**src/rtl/seq_array_multiplier.sv**
```systemverilog
// Iterative shift-and-add multiplier: WIDTH-bit operands, 2*WIDTH-bit product,
// one multiplier bit per clock. Signed operands are reduced to magnitudes on
// entry and the sign is reapplied when the product is written out.
module seq_array_multiplier #(
    parameter int WIDTH = 4,
    parameter int CNT_W = $clog2(WIDTH + 1)
) (
    input  logic                 clk,
    input  logic                 rst_n,
    input  logic                 start,
    input  logic                 signed_mode,
    input  logic [WIDTH-1:0]     m,
    input  logic [WIDTH-1:0]     q,
    output logic                 busy,
    output logic                 done,
    output logic [2*WIDTH-1:0]   p
);

    typedef enum logic [1:0] {
        IDLE,
        RUN,
        FIN
    } state_t;

    state_t               state_q, state_d;
    logic [WIDTH-1:0]     mag_m_q, mag_m_d;
    logic                 neg_q, neg_d;
    // Upper WIDTH+1 bits hold the partial sum; the low WIDTH bits start out
    // holding |q| and are shifted out one multiplier bit per iteration.
    logic [2*WIDTH:0]     acc_q, acc_d;
    logic [CNT_W-1:0]     cnt_q, cnt_d;
    logic [2*WIDTH-1:0]   p_q, p_d;
    logic                 done_q, done_d;

    logic [WIDTH-1:0]     mag_q_in;
    logic [WIDTH:0]       sum;
    logic [2*WIDTH:0]     added;
    logic [2*WIDTH-1:0]   prod;

    // Next-state, datapath and output-register logic for the three-state FSM.
    always_comb begin
        state_d  = state_q;
        mag_m_d  = mag_m_q;
        neg_d    = neg_q;
        acc_d    = acc_q;
        cnt_d    = cnt_q;
        p_d      = p_q;
        done_d   = 1'b0;
        mag_q_in = '0;
        sum      = '0;
        added    = '0;
        prod     = '0;

        case (state_q)
            IDLE: begin
                if (start) begin
                    // The most negative value negates to itself, which reads
                    // correctly as its unsigned magnitude.
                    mag_m_d  = (signed_mode && m[WIDTH-1]) ? -m : m;
                    mag_q_in = (signed_mode && q[WIDTH-1]) ? -q : q;
                    neg_d    = signed_mode & (m[WIDTH-1] ^ q[WIDTH-1]);
                    acc_d    = {{(WIDTH+1){1'b0}}, mag_q_in};
                    cnt_d    = '0;
                    state_d  = RUN;
                end
            end
            RUN: begin
                sum   = acc_q[0] ? (acc_q[2*WIDTH:WIDTH] + {1'b0, mag_m_q})
                                 : acc_q[2*WIDTH:WIDTH];
                added = {sum, acc_q[WIDTH-1:0]};
                acc_d = added >> 1;
                cnt_d = cnt_q + 1'b1;
                if (cnt_q == CNT_W'(WIDTH - 1)) begin
                    state_d = FIN;
                end
            end
            FIN: begin
                // A zero magnitude negates to zero, so a signed zero is just 0.
                prod    = acc_q[2*WIDTH-1:0];
                p_d     = neg_q ? -prod : prod;
                done_d  = 1'b1;
                state_d = IDLE;
            end
            default: begin
                state_d = IDLE;
            end
        endcase
    end

    // State and datapath registers; reset discards any operation in flight.
    always_ff @(posedge clk or negedge rst_n) begin
        if (!rst_n) begin
            state_q <= IDLE;
            mag_m_q <= '0;
            neg_q   <= 1'b0;
            acc_q   <= '0;
            cnt_q   <= '0;
            p_q     <= '0;
            done_q  <= 1'b0;
        end else begin
            state_q <= state_d;
            mag_m_q <= mag_m_d;
            neg_q   <= neg_d;
            acc_q   <= acc_d;
            cnt_q   <= cnt_d;
            p_q     <= p_d;
            done_q  <= done_d;
        end
    end

    assign busy = (state_q != IDLE);
    assign done = done_q;
    assign p    = p_q;

endmodule

```
**config.mk**
```make
export PLATFORM = sky130hd
export DESIGN_NAME = seq_array_multiplier
export DESIGN_NICKNAME = d
export VERILOG_FILES = /design/src/rtl/seq_array_multiplier.sv
export SDC_FILE = /design/constraint.sdc
export NUM_CORES = 1
export LEC_CHECK = 0
export ABC_AREA = 1
export CORE_ASPECT_RATIO = 1.75
export CORE_MARGIN = 4
export CORE_UTILIZATION = 30
export DETAILED_ROUTE_END_ITERATION = 6
export GPL_TIMING_DRIVEN = 1
export HOLD_SLACK_MARGIN = 0.06
export PLACE_DENSITY = 0.46
export SYNTH_ARGS = -nofsm -noshare
export SYNTH_HDL_FRONTEND = slang
export SYNTH_SLANG_ARGS = --single-unit
```
**constraint.sdc**
```tcl
create_clock -name clk -period 4.2 [get_ports clk]
set_input_delay 0.63 -clock clk [delete_from_list [all_inputs] [get_ports clk]]
set_output_delay 0.63 -clock clk [all_outputs]
set_load 0.02 [all_outputs]
```
==> impl_results.md <==
- Final worst clock skew: roughly 0.006 ns
- Die outline width: 62.39 microns
- Setup Fix Bufs, Post-CTS: 0
- Critical path's largest stage delay: 0.60 ns
- Clock root buffer: sky130_fd_sc_hd__clkbuf_8
- Total number of H-tree levels: 1
- Syn Inst Count: 190
- Design Area, Final: 0.001857 sq mm
- Largest net degree at the start of global routing: 28
- Final Critical Period: 2.126 ns
- Largest cells by area after synthesis: sky130_fd_sc_hd__dfrtp_1 (44%), sky130_fd_sc_hd__nand2_1 (12%), sky130_fd_sc_hd__ha_1 (7.3%)
- Vias per cell: 4.861
- Placed wire-length estimate: 2.925 mm
- Number of sinks driven by the clock tree: 27
- Starting DRT DRC Count: 35
- Largest fanout on the critical path: 3
- Combined buffer and inverter count along the critical path: 2
- Commonest non-fill, non-tap cell in the layout: sky130_fd_sc_hd__nand2_1
- Worst min-delay path class: reg -> reg
- Relative contribution of sequential cells to total power: a little over a third
- Post-CTS resize count: 0
- Area of the placeable core: 0.004977 sq mm
- Mean instance size in the synthesized netlist: 8.172 sq um
- Distinct cell type count after synthesis: 28
- WL final: 3.611 mm
- Comb power frac: 54.1%
- Most used cells in the layout excluding fill and tap cells: sky130_fd_sc_hd__nand2_1 (48), sky130_fd_sc_hd__dfrtp_1 (27), sky130_fd_sc_hd__inv_1 (22)
- Via count: ~1,300
- Crit-path cells: inv_2 > nand2_1 > clkdlybuf4s50_1
- End-of-flow core utilization: about 37%
- Post-route ant nets: 0
- Num rows: 34
- Total die area: between 0.006 and 0.007 sq mm
- Synth Net Count: 212
- CP endpoint kind: output pin
- Worst supply voltage drop on vdd: about 0.36 mV
- Kind of critical path: reg -> out
- Pwr Total: about 0.0014 W
- Status: completed
- Number of storage elements in the synthesis netlist: 27
- Critical path required time: 3.57 ns
- Antenna violations before repair: 0
- Average detailed-routed wire length per instance: 13.52 microns
- Power per cell area: 737.9 mW/mm^2
- Count of hold buffers inserted by post-cts repair: 0
- Final Hold Viols: 0
- Global-route wire length before repair: roughly 6.3 mm
- Number of endpoints failing setup at the final stage: 0
- Final-stage net count: roughly 240
- Syn. warnings: 0
- Clock-pin transition on the worst setup and hold timing paths: 0.10 ns
- TritonRoute pass-1 iters: 4
- Total congestion overflow after global routing: 0
- Critical path data arrival time: 1.50 ns
- Register-to-register path setup slack: between 2 and 2.5 ns
- Area of the mapped netlist: ~0.0016 sq mm
- Clock network fraction of design power: 10.9%
- Area share of the largest cell type after synthesis: 43.51%
- Worst slew margin: 75.54%
- Antenna diode count: 0
- Final Cycle Share: 50.61%
- Largest delay contributor family on the critical path: buffers and inverters
- Ports placed on the boundary: 22
- GRT Resource Usage Total: 12.10%
- Via count of the first global-routing pass: about 1,400
- Clock tree from TritonCTS: done
- IO buf count: 21
- Y dimension of the die: 103.2 microns
- Setup repair after global routing missed its margin: false
- Dominant cell type by area after synthesis: sky130_fd_sc_hd__dfrtp_1
- Highest achievable clock rate: 0.4705 GHz
- Cell Int Power: 0.0007449 W
- Tightest Pin Transition: roughly 0.37 ns
- P&R area growth vs syn: 19.58%
- DRC violations left: 0
- Post-DP Area: 0.001812 sq mm
- Worst hold margin: 0.4854 ns
- Cell with the biggest individual delay on the critical path: sky130_fd_sc_hd__clkdlybuf4s50_1
- Category of the worst setup path launch point: register
- Static leakage: 0.9034 nW
- Starting Density: between 30% and 40%
- Number of buffers added by the clock tree synthesis step: 3
- FILL cells: 538
- Switching power total: 0.0006253 W
- Maxcap violations: 0
- Maximum clock insertion buffer count: 2
- Portion of the post-synthesis area used by sequential elements: between 40 and 50%
- Max-slew violation count: 0
- Insertion delay to the later sink of the worst-skew pair: 0.27 ns
- Share of post-route cells with drive strength above 1: 7.042%
- Gp weighted congestion: 0.7701
- Total Negative Setup Slacks: 0 ns
- Switching portion of total power: 45.63%
tightest hold or removal path, cell delays in order (launching register included):
cell and delay [ns]:
sky130_fd_sc_hd__dfrtp_1 0.35, sky130_fd_sc_hd__nand2_1 0.05, sky130_fd_sc_hd__nand2_1 0.05
power by group through the flow:
stage,logic (W),clock network [W],registers (W)
after floorplan,0.000499,0,0.000503
after global placement,0.000735,0,0.000483
after detailed placement,0.000751,0,0.000486
after CTS,0.000754,0.000157,0.000481
after global routing,0.000844,0.000165,0.000498
final,0.000742,0.000149,0.000479
cells by family after synthesis:
kind of cell / synth area share (%)
adders and majority gates: 8.542
AOI/OAI and AO/OA: 12.65
buffers and inverters: 8.461
xor gates and xnor gates: 1.128
DFF: 43.51
and+or+nand+nor: 25.70
routing by layer:
metal	up-vias	track usage [%]	part of all wire, %
met4	0	3.431	1.1
met3	2	1.730	2.8
met5	-	0	0
met1	606	12.57	38
li1	673	-	-
met2	17	24.68	58
state kept, by name (all words and copies together), names as in the netlist:
signal,count
p,8
acc_q,8
done,1
cnt_q,3
mag_m_q,4
state_q,2
neg_q,1
cell usage after synthesis, drive strengths merged:
cell and count:
dfrtp 27, o221ai 3, o2bb2ai 1, clkbuf 1, nand3 18, a22o 1, a21oi 5, o21ai 18
nand2 49, xor2 1, fa 1, nor3 1, nor2 17, a31oi 1, buf 2, nand4 2
o211ai 2, inv 28, xnor2 1, o22ai 2, ha 9
final cells by class:
cell class	instances	area, sq um	share of cell area [%]
clock buffers	4	45.04	2.426
inverters	28	105.1	5.660
multi-input cells	132	745.7	40.16
flip-flops and latches	27	675.6	36.39
well taps	54	67.56	3.639
repair buffers	22	217.7	11.73
metrics by stage:
| step | instances | setup slack, ns |
|---|---|---|
| floorplan | 190 | 2.770 |
| CTS | 267 | 2.055 |
| global route | 267 | 2.009 |
| global placement | 263 | 2.328 |
| detailed placement | 263 | 2.302 |
| finish | 267 | 2.074 |
worst paths after layout:
check | startpoint | endpoint | cells past startpoint
worst max-delay path | state_q[1] | busy | 3
worst min register to register | p[7] | p[7] | 2
worst max register to register | acc_q[4] | acc_q[5] | 7
min in group asynchronous | rst_n | acc_q[6] | 2
worst min-delay path | p[7] | p[7] | 2
max in group asynchronous | rst_n | done | 2
(Power assumes the default switching activity.)
